## src/rtl/ipv4_frame_gen.sv

```systemverilog
// rtl/ipv4_frame_gen.sv - Avalon-ST Ethernet/IPv4 test frame generator
//
// Produces frames of 32-bit words: 2-byte pad + MAC header, 0..2 VLAN tags,
// IPv4 header with per-frame identification and checksum, counting payload.
//
// Ports:
//   sys_clk      clock
//   reset        asynchronous active-high reset
//   enable       level; frames start only while high
//   n_frames     frames per enable burst, sampled on enable rise (0 = unlimited)
//   out_data     stream word (zero when out_valid is low)
//   out_valid    word valid
//   out_sop      start of packet, first word only
//   out_eop      end of packet, last payload word only
//   out_ready    sink ready, ready latency 0
//   busy         high from first sop to last eop of a burst, gaps included
//   frames_sent  count of accepted eop words
//   dups_sent    count of frames scheduled with a repeated ID
`timescale 1ns/1ps
module ipv4_frame_gen #(
  parameter int unsigned N_VLAN        = 0,
  parameter int unsigned PAYLOAD_WORDS = 4,
  parameter logic [15:0] IP_ID_START   = 16'h0000,
  parameter logic [15:0] IP_ID_STEP    = 16'h0001,
  parameter int unsigned REPEAT_EVERY  = 0,
  parameter int unsigned GAP_CYCLES    = 2,
  parameter logic [47:0] DST_MAC       = 48'h0200_0000_0002,
  parameter logic [47:0] SRC_MAC       = 48'h0200_0000_0001,
  parameter logic [31:0] SRC_IP        = 32'hC0A8_0001,
  parameter logic [31:0] DST_IP        = 32'hC0A8_0002
) (
  input  logic        sys_clk,
  input  logic        reset,
  input  logic        enable,
  input  logic [15:0] n_frames,
  output logic [31:0] out_data,
  output logic        out_valid,
  output logic        out_sop,
  output logic        out_eop,
  input  logic        out_ready,
  output logic        busy,
  output logic [31:0] frames_sent,
  output logic [31:0] dups_sent
);

  localparam logic [10:0] IP_BASE = 11'(4 + N_VLAN);
  localparam logic [10:0] HDR_W   = 11'(9 + N_VLAN);
  localparam logic [10:0] LAST_W  = 11'(9 + N_VLAN + PAYLOAD_WORDS - 1);
  localparam logic [15:0] TOTLEN  = 16'(20 + 4 * PAYLOAD_WORDS);
  localparam logic [15:0] ET0     = (N_VLAN == 0) ? 16'h0800 :
                                    (N_VLAN == 1) ? 16'h8100 : 16'h9100;

  typedef enum logic [1:0] {S_IDLE, S_HDR, S_PAY, S_GAP} state_t;

  // One's-complement header checksum with the checksum field taken as zero.
  function automatic logic [15:0] hdr_csum(input logic [15:0] id);
    logic [19:0] s;
    s = 20'h04500 + 20'(TOTLEN) + 20'(id) + 20'h04000 + 20'h04011
      + 20'(SRC_IP[31:16]) + 20'(SRC_IP[15:0])
      + 20'(DST_IP[31:16]) + 20'(DST_IP[15:0]);
    s = 20'(s[15:0]) + 20'(s[19:16]);
    s = 20'(s[15:0]) + 20'(s[19:16]);
    return ~s[15:0];
  endfunction

  state_t      state_q, state_d;
  logic [10:0] wcnt_q, wcnt_d;
  logic [7:0]  gcnt_q, gcnt_d;
  logic [15:0] id_q, id_d;
  logic [15:0] csum_q;
  logic [31:0] kmod_q, kmod_d;
  logic [31:0] frames_q, frames_d;
  logic [31:0] dups_q, dups_d;
  logic [15:0] rem_q, rem_d;
  logic        unlim_q, unlim_d;
  logic        en_q;

  logic        accept, last_word, rise, unlim_eff, repeat_next;
  logic [15:0] rem_eff;
  logic [31:0] kmod_nxt;
  logic [10:0] ip_idx;

  assign accept    = out_valid & out_ready;
  assign last_word = (wcnt_q == LAST_W);
  // A rising enable reloads the burst length in the same cycle it is seen.
  assign rise      = enable & ~en_q;
  assign rem_eff   = rise ? n_frames : rem_q;
  assign unlim_eff = rise ? (n_frames == 16'd0) : unlim_q;

  // kmod tracks k % REPEAT_EVERY for the frame index k about to follow.
  always_comb begin
    kmod_nxt    = 32'd0;
    repeat_next = 1'b0;
    if (REPEAT_EVERY != 0) begin
      kmod_nxt    = (kmod_q == 32'(REPEAT_EVERY - 1)) ? 32'd0 : kmod_q + 32'd1;
      repeat_next = (kmod_nxt == 32'(REPEAT_EVERY - 1));
    end
  end

  always_comb begin
    state_d  = state_q;
    wcnt_d   = wcnt_q;
    gcnt_d   = gcnt_q;
    id_d     = id_q;
    kmod_d   = kmod_q;
    frames_d = frames_q;
    dups_d   = dups_q;
    rem_d    = rem_eff;
    unlim_d  = unlim_eff;
    case (state_q)
      S_IDLE: begin
        if (enable && (unlim_eff || rem_eff != 16'd0)) begin
          state_d = S_HDR;
          wcnt_d  = 11'd0;
        end
      end
      S_HDR, S_PAY: begin
        if (accept) begin
          wcnt_d = wcnt_q + 11'd1;
          if (wcnt_q == HDR_W - 11'd1) state_d = S_PAY;
          if (last_word) begin
            wcnt_d   = 11'd0;
            frames_d = frames_q + 32'd1;
            kmod_d   = kmod_nxt;
            if (repeat_next) dups_d = dups_q + 32'd1;
            else             id_d   = id_q + IP_ID_STEP;
            if (!unlim_eff && rem_eff != 16'd0) rem_d = rem_eff - 16'd1;
            if (GAP_CYCLES != 0) begin
              state_d = S_GAP;
              gcnt_d  = 8'(GAP_CYCLES - 1);
            end else begin
              state_d = (enable && (unlim_eff || rem_d != 16'd0)) ? S_HDR : S_IDLE;
            end
          end
        end
      end
      S_GAP: begin
        if (gcnt_q == 8'd0) state_d = (enable && (unlim_eff || rem_eff != 16'd0)) ? S_HDR : S_IDLE;
        else                gcnt_d  = gcnt_q - 8'd1;
      end
      default: state_d = S_IDLE;
    endcase
  end

  always_ff @(posedge sys_clk or posedge reset) begin
    if (reset) begin
      state_q  <= S_IDLE;
      wcnt_q   <= 11'd0;
      gcnt_q   <= 8'd0;
      id_q     <= IP_ID_START;
      csum_q   <= hdr_csum(IP_ID_START);
      kmod_q   <= 32'd0;
      frames_q <= 32'd0;
      dups_q   <= 32'd0;
      rem_q    <= 16'd0;
      unlim_q  <= 1'b0;
      en_q     <= 1'b0;
    end else begin
      state_q  <= state_d;
      wcnt_q   <= wcnt_d;
      gcnt_q   <= gcnt_d;
      id_q     <= id_d;
      // Follows the next ID so it is settled long before the checksum word.
      csum_q   <= hdr_csum(id_d);
      kmod_q   <= kmod_d;
      frames_q <= frames_d;
      dups_q   <= dups_d;
      rem_q    <= rem_d;
      unlim_q  <= unlim_d;
      en_q     <= enable;
    end
  end

  assign busy        = (state_q != S_IDLE);
  assign out_valid   = (state_q == S_HDR) || (state_q == S_PAY);
  assign out_sop     = out_valid && (wcnt_q == 11'd0);
  assign out_eop     = (state_q == S_PAY) && last_word;
  assign frames_sent = frames_q;
  assign dups_sent   = dups_q;

  always_comb begin
    out_data = 32'd0;
    ip_idx   = wcnt_q - IP_BASE;
    if (state_q == S_PAY) begin
      out_data = {frames_q[15:0], 16'(wcnt_q - HDR_W)};
    end else if (state_q == S_HDR) begin
      if (wcnt_q < 11'd4) begin
        case (wcnt_q[1:0])
          2'd0:    out_data = {16'h0000, DST_MAC[47:32]};
          2'd1:    out_data = DST_MAC[31:0];
          2'd2:    out_data = SRC_MAC[47:16];
          default: out_data = {SRC_MAC[15:0], ET0};
        endcase
      end else if (wcnt_q < IP_BASE) begin
        out_data = {16'h0001, (wcnt_q == IP_BASE - 11'd1) ? 16'h0800 : 16'h8100};
      end else begin
        case (ip_idx[2:0])
          3'd0:    out_data = {16'h4500, TOTLEN};
          3'd1:    out_data = {id_q, 16'h4000};
          3'd2:    out_data = {16'h4011, csum_q};
          3'd3:    out_data = SRC_IP;
          default: out_data = DST_IP;
        endcase
      end
    end
  end

endmodule
```

## config.mk

```make
export PLATFORM = sky130hd
export DESIGN_NAME = ipv4_frame_gen
export DESIGN_NICKNAME = d
export VERILOG_FILES = /design/src/rtl/ipv4_frame_gen.sv
export SDC_FILE = /design/constraint.sdc
export NUM_CORES = 1
export LEC_CHECK = 0
export CORE_ASPECT_RATIO = 1.5
export CORE_MARGIN = 10
export CORE_UTILIZATION = 61
export DETAILED_ROUTE_END_ITERATION = 8
export DONT_BUFFER_PORTS = 1
export HOLD_SLACK_MARGIN = 0.03
export PLACE_DENSITY_LB_ADDON = 0.1
export SLEW_MARGIN = 20
export SYNTH_ARGS = -nofsm -noshare
export SYNTH_HDL_FRONTEND = slang
export SYNTH_SLANG_ARGS = --single-unit
```

## constraint.sdc

```tcl
create_clock -name sys_clk -period 7.7 [get_ports sys_clk]
set_input_delay 1.925 -clock sys_clk [delete_from_list [all_inputs] [get_ports sys_clk]]
set_output_delay 1.925 -clock sys_clk [all_outputs]
set_load 0.02 [all_outputs]
```

==> results.sh, run 1 <==
export IMPL_status="finished clean"
export IMPL_p_leak_nw=3.15
export IMPL_cts_tree="yes"
export IMPL_antenna_left=0
export IMPL_firstDrtPassIters=5
export IMPL_fill_cells=981
export IMPL_post_cts_setup_buffers=0
export IMPL_crit_path_frequent_cell="ha_1"
export IMPL_vias=6112
export IMPL_period_share=0.929
export IMPL_std_cell_rows=48
export IMPL_diodes=0
export IMPL_detail_route_iter0_violations=291
export IMPL_rsz0062_at_grt="no"
export IMPL_synth_area_sq_mm=0.00725
export IMPL_drive_above_1_share=0.0677
export IMPL_crit_fanout=10
export IMPL_fin_ws_ns=0.550
export IMPL_cp_arrival_ns=7.43
export IMPL_coreArea_sq_mm=0.0116
export IMPL_synthTopCellsByCount="dfrtp_1 (93), nand2_1 (84), xnor2_1 (71), nor2_1 (64), o21ai_0 (37)"
export IMPL_synth_most_common_cell="dfrtp_1"
export IMPL_hold_viol_final=0
export IMPL_min_period_ns=7.15
export IMPL_synthTopCellsByArea="dfrtp_1 (32%), xnor2_1 (8.6%), nand2_1 (4.3%), ha_1 (4.0%), dfstp_2 (3.6%)"
export IMPL_ys_ff_latch=103
export IMPL_cpMaxStageDelayCell="or3_1"
export IMPL_reg2reg_from="wcnt_q[0]"
export IMPL_slew_headroom=0.356
export IMPL_fin_util=0.651
export IMPL_die_h_um=154
export IMPL_hpwl_mm=16.2
export IMPL_tightest_slew_ns=0.966
export IMPL_setup_tns_ns=0
export IMPL_wl_per_cell_um=21.3
export IMPL_crit_type="in2reg"
export IMPL_fmax_ghz=0.140
export IMPL_cts_root_buf="clkbuf_16"
export IMPL_port_buffers=0
export IMPL_power_density_cell_area_mw_per_mm2=248
export IMPL_grt_pass1_vias=6063
export IMPL_cts_max_path_buffers=2
export IMPL_finalNonFillerCells=962
export IMPL_clock_skew_ns=0.0104
export IMPL_required_ns=7.98
export IMPL_start_util=0.626
export IMPL_fp_dieW_um=109
export IMPL_cap_violations=0
export IMPL_worstSkewPairLatency_ns=0.35
export IMPL_antenna_found_initial=0
export IMPL_ioPinCount=120
export IMPL_numClockSinks=103
export IMPL_startpoint="out_ready"
export IMPL_wirelength_mm=20.5
export IMPL_async_flop_share=1.00
export IMPL_grt_usage=0.240
export IMPL_yosysUniqueCellTypes=79
export IMPL_h_tree_depth=3
export IMPL_die_area_sq_mm=0.0167
export IMPL_postSynthCellCount=824
export IMPL_yosysWarnings=0
export IMPL_layout_nets=850
export IMPL_gr_total_overflow=0
export IMPL_min_delay_path_class="reg2reg"
export IMPL_clk_pin_slew_ns=0.07
export IMPL_crit_chain="and4_1, nand3_1, or3_1, a32o_1, nand4_1, a31oi_1, nor2_1, ha_1, inv_1, ha_1, nor3_1, nand2_1, nor3_1, nand4_1, nor4_2, ha_1, nor2b_1, and2_1, nand3_1, a2111o_1, a31o_2, o21ai_0, xnor2_1"
export IMPL_endpoint_kind="register"
export IMPL_grt_pass1_wl_mm=31.9
export IMPL_placed_cells=946
export IMPL_synthFlopType="dfrtp_1"
export IMPL_synth_area_leader_cell="dfrtp_1"
export IMPL_start_kind="input pin"
export IMPL_r2r_slack_ns=1.06
export IMPL_dpl_worst_slack_ns=0.182
export IMPL_synth_area_per_cell_sq_um=8.80
export IMPL_finalWeightedCongestion=0.972
export IMPL_cp_slowest_stage_delay_ns=0.49
export IMPL_drc=0
export IMPL_yosysTopAreaCellShare=0.321
export IMPL_hold_slack_ns=0.492
export IMPL_worstHoldStart="gcnt_q[0]"
export IMPL_setup_violations_final=0
export IMPL_synth_seq_area_share=0.357
export IMPL_grt_max_degree=76
export IMPL_area_growth_pct=4.05
export IMPL_slew_violations=0
export IMPL_cts_buffers=9
export IMPL_synth_edf_count=0
export IMPL_viasPerCell=6.35
export IMPL_irDropWorstVdd_mv=0.169
==> what timing repair did <==
item                       CTS  global route
hold buffers                 0             0
setup endpoints to repair    0             1
resized for setup            0             1
==> layout by cell type, fill, tap and decap left out, types with 11 or more instances in the layout <==
cell and count:
nand3_1 31, nor3_1 18, xor2_1 26, nand2_1 84
mux2i_1 17, conb_1 32, ha_1 23, a21oi_1 33
nor4_1 15, inv_1 34, xnor2_1 71, nor2_1 64
nand4_1 25, dfrtp_1 93, o21ai_0 37, and3_1 11
or3_1 17
==> cell type report <==
cell class	count	area [sq um]	area share
Clock inverter	7	91.3	0.0121
Clock buffer	9	225	0.0298
Multi-Input combinational cell	650	4260	0.564
Inverter	35	134	0.0177
Sequential cell	103	2590	0.343
Timing Repair Buffer	8	60.1	0.00796
Tap cell	150	188	0.0249
==> report_power, final <==
part / leakage (nW) / switching, mW / internal [mW]
Sequential: 1.33 / 0.0849 / 0.602
Clock: 0.151 / 0.221 / 0.260
Combinational: 1.67 / 0.500 / 0.206
==> state kept, by name (all words and copies together) (netlist names) <==
name and cells:
id_q 16, state_q 2, rem_q 16, unlim_q 1, gcnt_q 8, en_q 1, frames_sent 32, csum_q 16
wcnt_q 11
==> worst paths after layout <==
path	end	depth (start not counted)
hold reg to reg	gcnt_q[0]	1
hold / removal	gcnt_q[0]	1
max in group asynchronous	frames_sent[2]	2
setup / recovery	csum_q[12]	23
setup reg to reg	csum_q[12]	25
min in group asynchronous	frames_sent[25]	1
==> critical path: cells and delay by family <==
| kind | cells | cell delay [ns] |
|---|---|---|
| xor+xnor | 1 | 0.16 |
| compound gates | 5 | 1.36 |
| buf+inv | 1 | 0.06 |
| simple gates | 13 | 3.33 |
| fa+ha+maj | 3 | 0.57 |
==> kinds of logic after synthesis <==
group	synth area share
and+or+nand+nor	0.235
AOI/OAI and AO/OA	0.150
DFF	0.357
buffers and inverters	0.0726
xor gates and xnor gates	0.120
adders and majority gates	0.0397
muxes	0.0250
other	0.000517
==> through the flow <==
step                power (mW)  area [sq um]
floorplan                 1.23          7370
global placement          1.37          7230
detailed placement        1.39          7230
CTS                       1.87          7540
global route              1.97          7550
finish                    1.87          7550
==> metal layers <==
metal	track usage	vias to the layer above	wire [um]
met3	0.0531	80	1170
li1	-	2840	-
met5	0	-	0
met2	0.444	224	11000
met1	0.232	2968	7080
met4	0.139	0	1240
Note: power is estimated with default switching activity, not from simulation.
==> inputs of run 2 (changes only) <==
==> constraint.sdc (replaced) <==
create_clock -name sys_clk -period 7.7 [get_ports sys_clk]
set_input_delay 2.31 -clock sys_clk [delete_from_list [all_inputs] [get_ports sys_clk]]
set_output_delay 2.31 -clock sys_clk [all_outputs]
set_load 0.02 [all_outputs]
==> run 2 against run 1 <==
Non-clock buffer count increased by 4. Final cell count increased by 0.42%. Sequential share of layout area decreased by 0.16 points. Critical path depth unchanged. Clock power increased by 3%. Clock skew about the same. First-iteration DRC count increased by 15%. Total power increased by 0.36%. Via count decreased by 0.56%. Die area unchanged. Worst setup slack improved by 0.026 ns. Clock-buffer cell count unchanged.
==> results.sh, run 2 (synthesis gave the netlist of run 1 again) <==
export IMPL_status="finished clean"
export IMPL_crit_fanout=6
export IMPL_h_tree_depth=3
export IMPL_start_util=0.626
export IMPL_detail_route_iter0_violations=334
export IMPL_viasPerCell=6.29
export IMPL_design_area_sq_mm=0.00758
export IMPL_use_met3=0.0490
export IMPL_finalNonFillerCells=966
export IMPL_grt_max_degree=75
export IMPL_layout_common_cells="dfrtp_1 (93), nand2_1 (84), xnor2_1 (71)"
export IMPL_min_period_ns=7.12
export IMPL_largest_register_ffs=32
export IMPL_setup_tns_ns=0
export IMPL_ioPinCount=120
export IMPL_multiInputGateArea_sq_mm=0.00426
export IMPL_fmax_ghz=0.140
export IMPL_wl_per_cell_um=21.6
export IMPL_tightest_slew_ns=0.947
export IMPL_cts_tree="yes"
export IMPL_fp_dieW_um=109
export IMPL_die_area_sq_mm=0.0167
export IMPL_finalWeightedCongestion=0.960
export IMPL_cts_hold_buffers=0
export IMPL_post_cts_setup_buffers=0
export IMPL_layout_nets=854
export IMPL_hold_viol_final=0
export IMPL_grt_usage=0.247
export IMPL_diodes=0
export IMPL_slew_violations=0
export IMPL_cp_arrival_ns=7.40
export IMPL_top_usage_layer="met2"
export IMPL_wirelength_mm=20.8
export IMPL_setup_violations_final=0
export IMPL_antenna_found_initial=0
export IMPL_power_density_cell_area_mw_per_mm2=248
export IMPL_hpwl_mm=16.4
export IMPL_worstSkewPairLatency_ns=0.35
export IMPL_antenna_left=0
export IMPL_firstDrtPassIters=5
export IMPL_std_cell_rows=48
export IMPL_cts_resized_gates=0
export IMPL_crit_type="in2reg"
export IMPL_rsz0062_at_grt="no"
export IMPL_groute_layer_met2_usage=0.456
export IMPL_irDropWorstVdd_mv=0.142
export IMPL_grt_pass1_vias=6307
export IMPL_coreArea_sq_mm=0.0116
export IMPL_clock_skew_ns=0.0104
export IMPL_min_delay_path_class="reg2reg"
export IMPL_period_share=0.925
export IMPL_regArea_sq_mm=0.00259
export IMPL_clk_pin_slew_ns=0.07
export IMPL_cts_buffers=9
export IMPL_placed_cells=950
export IMPL_vias=6078
export IMPL_numClockSinks=103
export IMPL_fill_cells=1006
export IMPL_place_area_sq_mm=0.00726
export IMPL_p_leak_nw=3.17
export IMPL_cap_violations=0
export IMPL_layout_commonest_cell="dfrtp_1"
export IMPL_grt_pass1_wl_mm=32.9
export IMPL_port_buffers=0
export IMPL_use_met1=0.240
export IMPL_drive_above_1_share=0.0723
export IMPL_required_ns=7.97
export IMPL_area_growth_pct=4.55
export IMPL_die_h_um=154
export IMPL_endpoint_kind="register"
export IMPL_cts_max_path_buffers=2
export IMPL_start_kind="input pin"
export IMPL_slew_headroom=0.369
export IMPL_cts_root_buf="clkbuf_16"
export IMPL_gr_total_overflow=0
export IMPL_drc=0
-- run 2: critical path, cell delays in order --
cell	delay, ns
and4_1	0.26
nand3_1	0.21
or3_1	0.49
a32o_1	0.30
nand4_1	0.11
a31oi_1	0.14
nor2_1	0.15
ha_1	0.16
inv_1	0.06
ha_1	0.21
nor3_1	0.25
nand2_1	0.14
nor3_1	0.26
nand4_1	0.24
nor4_2	0.27
ha_1	0.19
nor2b_1	0.21
and2_1	0.25
nand3_1	0.15
a2111o_1	0.37
a31o_2	0.28
o21ai_0	0.23
xnor2_1	0.15
-- run 2: path summary, 6_finish.rpt --
path	slack, ns	depth (start not counted)	to	startpoint
setup / recovery	0.58	23	csum_q[12]	out_ready
hold / removal	0.49	1	gcnt_q[0]	gcnt_q[0]
setup reg to reg	1.46	25	csum_q[12]	wcnt_q[0]
hold reg to reg	0.49	1	gcnt_q[0]	gcnt_q[0]
max in group asynchronous	4.61	2	id_q[6]	reset
min in group asynchronous	1.81	1	frames_sent[17]	reset
-- run 2: metal layers --
metal / vias up / wire length [um]
met4: 0 / 1190
met5: - / 0
li1: 2853 / -
met2: 203 / 11500
met3: 76 / 1210
met1: 2946 / 6950
-- run 2: layout make-up --
| class | instances | area share |
|---|---|---|
| inverters | 35 | 0.0177 |
| flip-flops and latches | 103 | 0.341 |
| multi-input cells | 650 | 0.562 |
| clock inverters | 7 | 0.0129 |
| clock buffers | 9 | 0.0297 |
| well taps | 150 | 0.0247 |
| repair buffers | 12 | 0.0119 |
-- run 2: per-stage QoR --
stage           util  worst slack, ns  hold slack (ns)  power [mW]
5_1_grt        0.654           0.0446            0.518        1.99
3_5_place_dp   0.626            0.190            0.463        1.38
4_1_cts        0.654            0.546            0.479        1.88
3_3_place_gp   0.626            0.339            0.455        1.36
6_report       0.654            0.575            0.492        1.88
2_1_floorplan      -            0.564            0.440        1.23
-- run 2: where the power goes --
part	switching (mW)	total, mW	internal [mW]
Sequential	0.0860	0.688	0.602
Combinational	0.493	0.699	0.206
Clock	0.230	0.493	0.263
==> inputs of run 3 (changes only) <==
--- a/config.mk
+++ b/config.mk
@@ -5,9 +5,11 @@
 export SDC_FILE = /design/constraint.sdc
 export NUM_CORES = 1
 export LEC_CHECK = 0
+export CAP_MARGIN = 20
 export CORE_ASPECT_RATIO = 1.5
 export CORE_MARGIN = 10
 export CORE_UTILIZATION = 61
+export CTS_CLUSTER_DIAMETER = 40
 export DETAILED_ROUTE_END_ITERATION = 8
 export DONT_BUFFER_PORTS = 1
 export HOLD_SLACK_MARGIN = 0.03
==> constraint.sdc (replaced) <==
create_clock -name sys_clk -period 8.33 [get_ports sys_clk]
set_input_delay 2.499 -clock sys_clk [delete_from_list [all_inputs] [get_ports sys_clk]]
set_output_delay 2.499 -clock sys_clk [all_outputs]
set_load 0.02 [all_outputs]
==> run 3 against run 2 <==
Worst setup slack better by 0.066 ns. Total power down 8.6%. Non-clock buffer count down 6. Clock-buffer cell count unchanged. Largest cell class unchanged.
==> results.sh, run 3 (synthesis gave the netlist of run 1 again) <==
export IMPL_crit_path_frequent_cell="ha_1"
export IMPL_grt_usage=0.243
export IMPL_area_growth_pct=3.74
export IMPL_setup_tns_ns=0
export IMPL_gr_total_overflow=0
export IMPL_regArea_sq_mm=0.00259
export IMPL_h_tree_depth=3
export IMPL_viasPerCell=6.28
export IMPL_cts_hold_buffers=0
export IMPL_crit_type="in2reg"
export IMPL_std_cell_rows=48
export IMPL_slew_violations=0
export IMPL_power_density_cell_area_mw_per_mm2=228
export IMPL_hold_viol_final=0
export IMPL_die_area_sq_mm=0.0167
export IMPL_setup_violations_final=0
export IMPL_numClockSinks=103
export IMPL_path_buf_inv=1
export IMPL_required_ns=8.61
export IMPL_grt_max_degree=57
export IMPL_detail_route_iter0_violations=358
export IMPL_fmax_ghz=0.130
export IMPL_vias=6031
export IMPL_port_buffers=0
export IMPL_ioPinCount=120
export IMPL_p_leak_nw=3.14
export IMPL_layout_nets=848
export IMPL_finalWeightedCongestion=0.965
export IMPL_fp_dieW_um=109
export IMPL_start_kind="input pin"
export IMPL_use_met1=0.226
export IMPL_cp_slowest_stage_delay_ns=0.48
export IMPL_firstDrtPassIters=5
export IMPL_clk_pin_slew_ns=0.07
export IMPL_clock_skew_ns=0.00801
export IMPL_cp_arrival_ns=7.96
export IMPL_cts_tree="yes"
export IMPL_fin_ws_ns=0.642
export IMPL_period_share=0.923
export IMPL_fill_cells=995
export IMPL_min_delay_path_class="reg2reg"
export IMPL_coreArea_sq_mm=0.0116
export IMPL_drive_above_1_share=0.0642
export IMPL_status="finished clean"
export IMPL_largest_register_ffs=32
export IMPL_wirelength_mm=20.5
export IMPL_tightest_slew_ns=0.902
export IMPL_place_area_sq_mm=0.00721
export IMPL_slew_headroom=0.392
export IMPL_post_cts_setup_buffers=0
export IMPL_min_period_ns=7.69
export IMPL_endpoint_kind="register"
export IMPL_layout_commonest_cell="dfrtp_1"
export IMPL_layout_common_cells="dfrtp_1 (93), nand2_1 (84), xnor2_1 (71)"
export IMPL_cpMaxStageDelayCell="or3_1"
export IMPL_hpwl_mm=16.2
export IMPL_antenna_left=0
export IMPL_grt_pass1_vias=6362
export IMPL_antenna_found_initial=0
export IMPL_crit_chain="and4_1, nand3_1, or3_1, a32o_1, nand4_1, a31oi_1, nor2_1, ha_1, inv_1, ha_1, nor3_1, nand2_1, nor3_1, nand4_1, nor4_1, ha_1, nor2b_1, and2_1, nand3_1, a2111o_1, a31o_2, o21ai_0, xnor2_1"
export IMPL_crit_fanout=10
export IMPL_cts_buffers=9
export IMPL_die_h_um=154
export IMPL_drc=0
export IMPL_rsz0062_at_grt="no"
export IMPL_cap_violations=0
export IMPL_top_usage_layer="met2"
export IMPL_cts_resized_gates=0
export IMPL_grt_pass1_wl_mm=32.6
export IMPL_multiInputGateArea_sq_mm=0.00425
export IMPL_groute_layer_met2_usage=0.462
export IMPL_cts_max_path_buffers=2
export IMPL_design_area_sq_mm=0.00753
export IMPL_diodes=0
export IMPL_use_met3=0.0510
export IMPL_start_util=0.626
export IMPL_crit_family="simple AND/OR/NAND/NOR gates"
export IMPL_worstSkewPairLatency_ns=0.35
export IMPL_cts_root_buf="clkbuf_16"
export IMPL_wl_per_cell_um=21.4
export IMPL_dpl_worst_slack_ns=0.327
export IMPL_irDropWorstVdd_mv=0.158
run 3: cell types whose count changed in the layout (fill, tap and decap cells not counted):
cell        change
buf_4           -6
clkinv_2        +1
clkinv_4        -2
nor4_1          +1
nor4_2          -1
inv_8           -1
inv_6           +1
clkinvlp_4      +1
run 3: metrics by stage:
| stage | hold WS [ns] | power, mW | utilization | cells |
|---|---|---|---|---|
| 3_5_place_dp | 0.467 | 1.27 | 0.622 | 944 |
| 2_1_floorplan | 0.440 | 1.14 | - | 855 |
| 6_report | 0.490 | 1.72 | 0.649 | 960 |
| 5_1_grt | 0.501 | 1.82 | 0.649 | 960 |
| 4_1_cts | 0.482 | 1.72 | 0.649 | 960 |
| 3_3_place_gp | 0.457 | 1.26 | 0.622 | 944 |
run 3: final timing paths:
check                            from         endpoint  cells after the start  slack [ns]
min                         gcnt_q[0]        gcnt_q[0]                      1        0.49
min in group asynchronous       reset  frames_sent[18]                      1        2.08
max                         out_ready       csum_q[12]                     23        0.64
min reg2reg                 gcnt_q[0]        gcnt_q[0]                      1        0.49
max reg2reg                state_q[0]       csum_q[12]                     25        1.53
max in group asynchronous       reset       csum_q[10]                      2        5.11
run 3: metal layers:
layer | up-vias | share of wire
li1 | 2830 | -
met4 | 0 | 0.054
met2 | 199 | 0.55
met5 | - | 0
met3 | 71 | 0.055
met1 | 2931 | 0.34
run 3: cell type report:
class | instances | area share
Sequential cell | 103 | 0.344
Timing Repair Buffer | 6 | 0.00599
Multi-Input combinational cell | 650 | 0.565
Inverter | 35 | 0.0178
Clock buffer | 9 | 0.0299
Clock inverter | 7 | 0.0120
Tap cell | 150 | 0.0249
run 3: power breakdown:
| group | internal, mW | switching (mW) |
|---|---|---|
| Clock | 0.241 | 0.203 |
| Combinational | 0.185 | 0.455 |
| Sequential | 0.557 | 0.0786 |
| Total | 0.982 | 0.737 |
run 3: worst reg2reg max path, delay by kind of cell (launching register included):
kind | cells | cell delay (ns)
buffers and inverters | 2 | 0.16
and+or+nand+nor | 13 | 3.36
DFF | 1 | 0.41
adders and majority gates | 4 | 1.38
xor gates and xnor gates | 2 | 0.39
AOI/OAI and AO/OA | 4 | 1.03
